<file path="src/rtl/smpl_cnt_mon.sv">
// Per-triangle hit-count monitor: counts lane hits per triangle and checks them against a FIFO
// of golden counts. Defining SMPL_CNT_MON_MAX_EN adds max_cnt and zero_tri_cnt statistics.
module smpl_cnt_mon #(
  parameter int unsigned LANES  = 4,
  parameter int unsigned CNT_W  = 16,
  parameter int unsigned DEPTH  = 8,
  parameter int unsigned ECNT_W = 16
) (
  input  logic                   clk,
  input  logic                   rst,
  input  logic                   clear,
  input  logic                   exp_valid,
  output logic                   exp_ready,
  input  logic [CNT_W-1:0]       exp_count,
  input  logic [LANES-1:0]       hit_valid,
  input  logic                   hit_eot,
  output logic                   err_valid,
  output logic [1:0]             err_code,
  output logic [CNT_W-1:0]       err_got,
  output logic [CNT_W-1:0]       err_exp,
  output logic                   err_sticky,
  output logic [ECNT_W-1:0]      err_cnt,
  output logic [ECNT_W-1:0]      tri_cnt,
`ifdef SMPL_CNT_MON_MAX_EN
  output logic [CNT_W-1:0]       max_cnt,
  output logic [ECNT_W-1:0]      zero_tri_cnt,
`endif
  output logic [$clog2(DEPTH):0] fifo_lvl
);

  localparam int unsigned AW = $clog2(DEPTH);
  localparam int unsigned PW = $clog2(LANES + 1);
  localparam int unsigned SW = ((CNT_W > PW) ? CNT_W : PW) + 1;

  function automatic logic [ECNT_W-1:0] sat_inc(input logic [ECNT_W-1:0] v);
    return (v == '1) ? v : v + ECNT_W'(1);
  endfunction

  logic [CNT_W-1:0]  acc_q, acc_d;
  logic [AW:0]       wr_ptr_q, wr_ptr_d, rd_ptr_q, rd_ptr_d;
  logic [CNT_W-1:0]  mem_q [DEPTH];
  logic              err_valid_q, err_valid_d;
  logic [1:0]        err_code_q, err_code_d;
  logic [CNT_W-1:0]  err_got_q, err_got_d, err_exp_q, err_exp_d;
  logic              err_sticky_q, err_sticky_d;
  logic [ECNT_W-1:0] err_cnt_q, err_cnt_d, tri_cnt_q, tri_cnt_d;

  logic [PW-1:0]     pop_cnt;
  logic [SW-1:0]     sum_wide;
  logic [CNT_W-1:0]  sum, head;
  logic              fifo_empty, fifo_full, push, pop;

  always_comb begin
    pop_cnt = '0;
    for (int unsigned i = 0; i < LANES; i++) begin
      pop_cnt = pop_cnt + PW'(hit_valid[i]);
    end
  end

  assign sum_wide = SW'(acc_q) + SW'(pop_cnt);
  assign sum      = (|sum_wide[SW-1:CNT_W]) ? {CNT_W{1'b1}} : sum_wide[CNT_W-1:0];

  // Pointers carry an extra wrap bit so full and empty are distinguishable.
  assign fifo_empty = (wr_ptr_q == rd_ptr_q);
  assign fifo_full  = (wr_ptr_q[AW] != rd_ptr_q[AW]) && (wr_ptr_q[AW-1:0] == rd_ptr_q[AW-1:0]);
  assign exp_ready  = ~fifo_full;
  assign fifo_lvl   = wr_ptr_q - rd_ptr_q;
  assign push       = exp_valid && !fifo_full && !clear;
  assign pop        = hit_eot && !fifo_empty && !clear;
  assign head       = mem_q[rd_ptr_q[AW-1:0]];

  always_ff @(posedge clk) begin
    if (push) mem_q[wr_ptr_q[AW-1:0]] <= exp_count;
  end

  always_comb begin
    acc_d        = acc_q;
    wr_ptr_d     = wr_ptr_q;
    rd_ptr_d     = rd_ptr_q;
    err_valid_d  = 1'b0;
    err_code_d   = err_code_q;
    err_got_d    = err_got_q;
    err_exp_d    = err_exp_q;
    err_sticky_d = err_sticky_q;
    err_cnt_d    = err_cnt_q;
    tri_cnt_d    = tri_cnt_q;
    if (clear) begin
      acc_d        = '0;
      wr_ptr_d     = '0;
      rd_ptr_d     = '0;
      err_sticky_d = 1'b0;
      err_cnt_d    = '0;
      tri_cnt_d    = '0;
    end else begin
      if (push) wr_ptr_d = wr_ptr_q + (AW + 1)'(1);
      if (pop)  rd_ptr_d = rd_ptr_q + (AW + 1)'(1);
      if (hit_eot) begin
        acc_d     = '0;
        tri_cnt_d = sat_inc(tri_cnt_q);
        // A same-cycle push never bypasses into the check.
        if (fifo_empty) begin
          err_valid_d = 1'b1;
          err_code_d  = 2'b10;
          err_got_d   = sum;
          err_exp_d   = '0;
        end else if (head != sum) begin
          err_valid_d = 1'b1;
          err_code_d  = 2'b01;
          err_got_d   = sum;
          err_exp_d   = head;
        end
        if (err_valid_d) begin
          err_sticky_d = 1'b1;
          err_cnt_d    = sat_inc(err_cnt_q);
        end
      end else begin
        acc_d = sum;
      end
    end
  end

  always_ff @(posedge clk or negedge rst) begin
    if (!rst) begin
      acc_q        <= '0;
      wr_ptr_q     <= '0;
      rd_ptr_q     <= '0;
      err_valid_q  <= 1'b0;
      err_code_q   <= '0;
      err_got_q    <= '0;
      err_exp_q    <= '0;
      err_sticky_q <= 1'b0;
      err_cnt_q    <= '0;
      tri_cnt_q    <= '0;
    end else begin
      acc_q        <= acc_d;
      wr_ptr_q     <= wr_ptr_d;
      rd_ptr_q     <= rd_ptr_d;
      err_valid_q  <= err_valid_d;
      err_code_q   <= err_code_d;
      err_got_q    <= err_got_d;
      err_exp_q    <= err_exp_d;
      err_sticky_q <= err_sticky_d;
      err_cnt_q    <= err_cnt_d;
      tri_cnt_q    <= tri_cnt_d;
    end
  end

  assign err_valid  = err_valid_q;
  assign err_code   = err_code_q;
  assign err_got    = err_got_q;
  assign err_exp    = err_exp_q;
  assign err_sticky = err_sticky_q;
  assign err_cnt    = err_cnt_q;
  assign tri_cnt    = tri_cnt_q;

`ifdef SMPL_CNT_MON_MAX_EN
  logic [CNT_W-1:0]  max_cnt_q, max_cnt_d;
  logic [ECNT_W-1:0] zero_tri_q, zero_tri_d;

  always_comb begin
    max_cnt_d  = max_cnt_q;
    zero_tri_d = zero_tri_q;
    if (clear) begin
      max_cnt_d  = '0;
      zero_tri_d = '0;
    end else if (hit_eot) begin
      if (sum > max_cnt_q) max_cnt_d = sum;
      if (sum == '0) zero_tri_d = sat_inc(zero_tri_q);
    end
  end

  always_ff @(posedge clk or negedge rst) begin
    if (!rst) begin
      max_cnt_q  <= '0;
      zero_tri_q <= '0;
    end else begin
      max_cnt_q  <= max_cnt_d;
      zero_tri_q <= zero_tri_d;
    end
  end

  assign max_cnt      = max_cnt_q;
  assign zero_tri_cnt = zero_tri_q;
`endif

endmodule

</file>
<file path="config.mk">
export PLATFORM = sky130hd
export DESIGN_NAME = smpl_cnt_mon
export DESIGN_NICKNAME = d
export VERILOG_FILES = /design/src/rtl/smpl_cnt_mon.sv
export SDC_FILE = /design/constraint.sdc
export NUM_CORES = 1
export LEC_CHECK = 0
export BUFFER_PORTS_ARGS = -buffer_cell sky130_fd_sc_hd__buf_4
export CORE_UTILIZATION = 57
export CTS_CLUSTER_SIZE = 28
export DETAILED_ROUTE_END_ITERATION = 6
export PLACE_DENSITY = 0.89
export SYNTH_ARGS = -nofsm -noshare
export SYNTH_HDL_FRONTEND = slang
export SYNTH_SLANG_ARGS = --single-unit
</file>
<file path="constraint.sdc">
create_clock -name clk -period 8 [get_ports clk]
set_clock_uncertainty 0.15 [all_clocks]
set_input_delay 1.6 -clock clk [delete_from_list [all_inputs] [get_ports clk]]
set_output_delay 1.6 -clock clk [all_outputs]
set_load 0.05 [all_outputs]
</file>
==> flow_summary_export.csv, run 1 <==
group,metric,value,unit
cts,clock-root-buffer,"clkbuf_16",
synthesis,synth_xor_area_share,3.117,%
synthesis,async_flop_share,41.82,%
synthesis,yosys.area_share.simple,10.14,%
pwr,p_clk_share,32.3,%
synthesis,synth-compound-area-share,5.228,%
pwr,pwr-share-comb,22.1,%
cts,hold_buffers,0,
cts,post_cts_buffers,0,
floorplan,core.rowCount,47,
cts,cts.clk_slew.worst_paths,0.06,ns
synthesis,synth-warning-count,0,
floorplan,start_util,58.89,%
global_routing,grt_usage,23.61,%
route,dr_total_vias,6157,
placed_design,routabilityCongestion,0.8360,
synthesis,postSynthCellCount,679,
timing,tightestPinTransition,1.056,ns
global_routing,antenna_found_initial,0,
floorplan,die_area,17780,sq um
synthesis,synthFlopType,"edfxtp_1",
pwr,seq_power_share,45.6,%
synthesis,avgSynthCellArea,14.49,sq um
floorplan,pin_count,98,
final_layout,insertedDiodeCount,0,
global_routing,grt-ovfl-total,0,
critical_path,critPathMaxFanout,35,
cts,cts_buffers,23,
cts,cts_tree,"built",
final_layout,mostFrequentLayoutCells,"128 x edfxtp_1, 102 x buf_4, 91 x dfrtp_1, 58 x nor2_1",
global_routing,grt_pass1_vias,5917,
pwr,cellLeakagePower,4.444,nW
cts,htreeDepth,1,
synthesis,ys_types,57,
job,maxCapViolations,0,
pwr,p_total,2.879,mW
timing,hold_viol_final,0,
cts,cts-resized-gates,0,
floorplan,die_h,133.4,microns
final_layout,final_cell_area,11380,sq um
route,drt_iter0_markers,571,
synthesis,synth_edf_count,128,
pwr,ir_drop,0.0001715,V
placed_design,placed_cell_area,10740,sq um
cts,cts_sinks,220,
final_layout,drive_gt1_share,26.48,%
placed_design,dp_hpwl,13.22,mm
timing,fmax,170.5,MHz
final_layout,layout-area-overhead-vs-synth,15.68,%
cts,insertion_delay,0.50,ns
timing,rsz0062_at_grt,"false",
placed_design,placed_cells,976,
timing,timing.final.crit_share,73.31,%
global_routing,grt_max_degree,65,
timing,fin_setup_tns,0,ns
synthesis,synth_mux_area_share,14.41,%
critical_path,endpoint_kind,"flop",
route,drc_errors,0,
route,viasPerCell,6.078,
final_layout,final_common_cell,"edfxtp_1",
pwr,p_int,2.021,mW
timing,max-slew-margin-rel,28.96,%
pwr,switchingPower,0.8587,mW
synthesis,synth_top_family_by_area,"multiplexers",
global_routing,grt_pass1_wl,32.24,mm
final_layout,final_util,68.13,%
hold_path,min_path_type,"reg2reg",
timing,setup_violations,0,
timing,timing.final.crit_period,5.865,ns
route,drt_pre_antenna_iters,5,
run_status,status,"complete, no violations",
floorplan,die_w,133.4,microns
synthesis,syn_area,9836,sq um
critical_path,critPathArrivalTime,6.10,ns
timing,drv_slew,0,
synthesis,seq_area_frac_synth,62.49,%
floorplan,coreArea,16700,sq um
placed_design,port_buffers,97,
synthesis,syn_nets,716,
pwr,sw_frac_of_total,29.83,%
final_layout,finalNetCount,818,
route,ant_nets,0,
cts,ctsLongestPathBuffers,3,
critical_path,worstPathRequired,8.24,ns
pwr,powerDensity,253.0,nW/um^2
route,drt_wl_total,20.57,mm
final_layout,final_cells,1013,
synthesis,synth-seq-cells,220,
synthesis,synthAdderAreaFrac,1.832,%
route,post_drt_wl_per_cell,20.30,microns
critical_path,criticalPathCategory,"in2reg",
critical_path,startpoint_type,"primary input",
-- registers in the layout, summed over array words and instances, names as in the netlist --
name,flops
err_valid,1
acc_q,16
err_cnt,16
err_got,16
err_sticky,1
mem_q,128
err_code,2
wr_ptr_q,4
rd_ptr_q,4
tri_cnt,16
err_exp,16
-- stage by stage --
step | hold slack, ns | setup WS, ns
after floorplan | 0.3790 | 2.558
after global placement | 0.3446 | 1.745
after detailed placement | 0.3561 | 1.634
after CTS | 0.3648 | 2.166
after global routing | 0.3834 | 1.830
final | 0.3632 | 2.135
-- cell usage after synthesis, drive strengths merged (10+ instances only) --
library cell / instances / share of area [%]
o21ai: 20 / 1.0
nand4: 12 / 0.98
nor3: 12 / 0.78
and3: 10 / 0.64
nand3: 21 / 1.2
mux2i: 31 / 3.2
inv: 27 / 1.0
mux2: 28 / 3.9
buf: 18 / 1.5
edfxtp: 128 / 39
dfrtp: 92 / 23
xor2: 16 / 1.4
mux4: 32 / 7.3
nor2: 63 / 2.4
xnor2: 19 / 1.7
or3: 11 / 0.70
a21oi: 31 / 1.6
nand2: 32 / 1.2
-- layout make-up --
type,count,area [sq um]
fill,1129,5323
multi-input combinational,407,3451
sequential,220,6147
clock inverter,8,40.04
clock buffer,29,598.1
timing repair buffer,102,765.7
inverter,27,101.3
tap,220,275.3
-- kinds of logic (layout without fill, tap and decap cells) --
| group | count (synthesis) | after routing |
|---|---|---|
| simple gates | 191 | 191 |
| fa+ha+maj | 12 | 12 |
| mux | 91 | 91 |
| flops | 220 | 220 |
| xor+xnor | 35 | 35 |
| buf+inv | 52 | 166 |
| compound gates | 78 | 78 |
-- worst paths after layout --
kind,slack [ns],endpoint,start,cells after the start
min,0.36,err_exp[15],err_exp[15],1
max in group asynchronous,5.65,rd_ptr_q[1],rst,2
max,2.14,err_got[6],hit_valid[0],16
min in group asynchronous,0.86,err_got[11],rst,1
min reg2reg,0.36,err_exp[15],err_exp[15],1
max reg2reg,3.41,err_code[1],rd_ptr_q[2],12
-- metal layers --
| metal | global-route usage, % | share of wire (%) |
|---|---|---|
| met5 | 0 | 0 |
| met4 | 8.333 | 3.1 |
| met3 | 3.729 | 5.8 |
| met2 | 39.06 | 50 |
| met1 | 32.02 | 41 |
-- power groups by stage --
stage               registers, mW  clock network (mW)  logic [mW]
detailed placement           1.33                   0       0.632
CTS                          1.31               0.943       0.635
finish                       1.31               0.931       0.635
floorplan                    1.48                   0       0.301
global route                 1.32               0.990       0.668
global placement             1.33                   0       0.614
-- critical path: stages --
cell and delay [ns]:
buf_4 0.12, fa_1 0.54, inv_1 0.05, fa_1 0.38, inv_1 0.09, fa_1 0.29, nand4_4 0.17, or4_1 0.84
nand3_1 0.18, o21ai_1 0.09, a211oi_2 0.23, a21oi_1 0.08, o2111a_2 0.35, nor3_4 0.16, buf_4 0.52, mux2_2 0.40
Power figures use the tool's default switching activity.
==> inputs of run 2 (changes only) <==
clock period = 6.15 ns   (was 8 ns; I/O delays follow)
==> run 2 against run 1 <==
Sequential power increased by 31%. Setup slack got worse by 1.4 ns. Routed wire length increased by 1.9%. Sequential share of layout area decreased by 0.99 points. Register-to-register slack got worse by 1.6 ns. Largest cell class unchanged. Clock power increased by 57%. Combinational power increased by 29%.
==> flow_summary_export.csv, run 2 (synthesized netlist as in run 1, its figures left out) <==
group,metric,value,unit
pwr,sw_frac_of_total,29.30,%
route,viasPerCell,5.970,
route,drt_wl_total,20.95,mm
global_routing,grt-ovfl-total,0,
critical_path,reg2reg_from,"acc_q[0]",
pwr,seq_power_share,43.0,%
timing,fin_setup_tns,0,ns
critical_path,criticalPathCategory,"in2reg",
final_layout,layout-area-overhead-vs-synth,17.84,%
critical_path,crit_path_max_incr_delay,0.84,ns
cts,cts.clk_slew.worst_paths,0.06,ns
floorplan,coreArea,16700,sq um
cts,cts_buffers,23,
route,drt_iter0_markers,458,
cts,ctsLongestPathBuffers,3,
global_routing,grt_pass1_vias,6151,
placed_design,placed_cell_area,10780,sq um
cts,cts_sinks,220,
final_layout,finalNetCount,822,
pwr,pwr-share-comb,20.5,%
placed_design,dp_hpwl,13.45,mm
route,dr_total_vias,6101,
cts,htreeDepth,1,
global_routing,antenna_found_initial,0,
final_layout,largest_register_ffs,128,
timing,drv_slew,0,
final_layout,final_cell_area,11590,sq um
global_routing,grt_pass1_wl,33.53,mm
critical_path,startpoint_type,"primary input",
floorplan,die_area,17780,sq um
pwr,ir_drop,0.0002535,V
timing,rsz0062_at_grt,"false",
global_routing,grt_usage,24.43,%
global_routing,grt_max_degree,68,
run_status,status,"complete, no violations",
placed_design,routabilityCongestion,0.8264,
floorplan,die_w,133.4,microns
hold_path,min_path_type,"reg2reg",
timing,max-slew-margin-rel,30.56,%
timing,tightestPinTransition,1.041,ns
final_layout,final_common_cell,"edfxtp_1",
floorplan,die_h,133.4,microns
critical_path,reg2reg_to,"err_got[2]",
pwr,p_clk_share,36.5,%
cts,post_cts_buffers,0,
hold_path,hp-start,"err_got[6]",
critical_path,cpMostUsedCell,"fa_1",
timing,fmax,185.6,MHz
hold_path,hold_path_depth,1,
floorplan,start_util,58.89,%
timing,timing.final.crit_period,5.389,ns
cts,insertion_delay,0.52,ns
cts,hold_buffers,0,
critical_path,r2r_cells,14,
critical_path,cp_cell_sequence,"buf_4 > fa_1 > inv_1 > fa_1 > inv_1 > fa_1 > nand4_4 > or4_1 > a31oi_1 > a21oi_1 > o22ai_1 > nor4b_2 > o2111a_2 > nor3_4 > buf_12 > mux2_4",
hold_path,holdPathEnd,"err_got[6]",
floorplan,core.rowCount,47,
route,drc_errors,0,
pwr,powerDensity,345.2,nW/um^2
final_layout,drive_gt1_share,28.30,%
cts,cts_tree,"built",
placed_design,port_buffers,97,
critical_path,r2r_slack,1.79,ns
route,post_drt_wl_per_cell,20.50,microns
timing,timing.final.crit_share,87.63,%
critical_path,crit_slowest_cell,"or4_1",
timing,setup_violations,0,
pwr,switchingPower,1.172,mW
cts,clock-root-buffer,"clkbuf_16",
pwr,p_int,2.829,mW
route,ant_nets,0,
final_layout,insertedDiodeCount,0,
floorplan,pin_count,98,
job,maxCapViolations,0,
cts,cts-resized-gates,0,
final_layout,nFillCells,1124,
pwr,cellLeakagePower,4.558,nW
critical_path,critPathMaxFanout,35,
critical_path,endpoint_kind,"flop",
timing,hold_viol_final,0,
route,drt_pre_antenna_iters,5,
final_layout,mostFrequentLayoutCells,"128 x edfxtp_1, 105 x buf_4, 91 x dfrtp_1, 58 x nor2_1",
critical_path,critPathArrivalTime,5.64,ns
critical_path,worstPathRequired,6.40,ns
run 2: cell count changes in the layout (fill, tap and decap cells not counted):
cell	previous run	this run
buf_12	0	1
buf_4	102	105
bufinv_16	0	4
clkbuf_1	6	3
clkbuf_8	0	1
clkinv_1	5	0
clkinv_2	1	7
clkinv_8	0	1
clkinvlp_4	1	2
inv_16	0	1
inv_6	1	0
run 2: final cells by class:
| cell class | instances | area, sq um | area share, % |
|---|---|---|---|
| Tap cell | 220 | 275.3 | 2.375 |
| Sequential cell | 220 | 6147 | 53.04 |
| Clock buffer | 27 | 600.6 | 5.182 |
| Timing Repair Buffer | 106 | 808.3 | 6.974 |
| Multi-Input combinational cell | 407 | 3451 | 29.77 |
| Clock inverter | 15 | 206.4 | 1.781 |
| Inverter | 27 | 101.3 | 0.8744 |
run 2: through the flow:
| step | worst slack (ns) | hold slack (ns) | util [%] | power (mW) | std cells |
|---|---|---|---|---|---|
| final | 0.7607 | 0.3629 | 69.40 | 4.001 | 1022 |
| after global routing | 0.5475 | 0.3797 | 69.40 | 4.121 | 1022 |
| after CTS | 0.7974 | 0.3624 | 69.40 | 4.018 | 1022 |
| after detailed placement | 0.3365 | 0.3492 | 64.56 | 2.562 | 980 |
| after global placement | 0.4463 | 0.3327 | 64.56 | 2.539 | 980 |
| after floorplan | 1.078 | 0.3790 | - | 2.310 | 679 |
run 2: metal layers:
| metal | routed length (microns) | track usage (%) | vias to the layer above |
|---|---|---|---|
| met5 | 0 | 0 | - |
| met4 | 602 | 8.775 | 0 |
| met3 | 1172 | 3.919 | 47 |
| met2 | 10580 | 41.61 | 235 |
| met1 | 8593 | 31.91 | 3059 |
| li1 | - | - | 2760 |
run 2: worst max path at each step:
stage / start / endpoint / slack, ns / depth (start not counted)
after floorplan: hit_valid[0] / err_code[1] / 1.08 / 16
after global placement: hit_valid[0] / err_got[4] / 0.45 / 16
after detailed placement: hit_valid[0] / err_exp[14] / 0.34 / 16
after CTS: hit_valid[0] / err_got[2] / 0.80 / 16
after global routing: hit_valid[0] / err_exp[10] / 0.55 / 16
final: hit_valid[0] / err_got[2] / 0.76 / 16
run 2: worst max-delay path: cells and delay by family:
kind                       cells  cell delay, ns
buffers and inverters          4            0.47
AOI/OAI and AO/OA              4            1.00
muxes                          1            0.32
and+or+nand+nor                4            1.39
adders and majority gates      3            1.22
run 2: power groups by stage:
stage	Sequential, mW	Combinational, mW	Clock, mW
3_3_place_gp	1.74	0.795	0
6_report	1.72	0.821	1.46
3_5_place_dp	1.75	0.816	0
5_1_grt	1.73	0.863	1.53
4_1_cts	1.72	0.823	1.48
2_1_floorplan	1.92	0.391	0
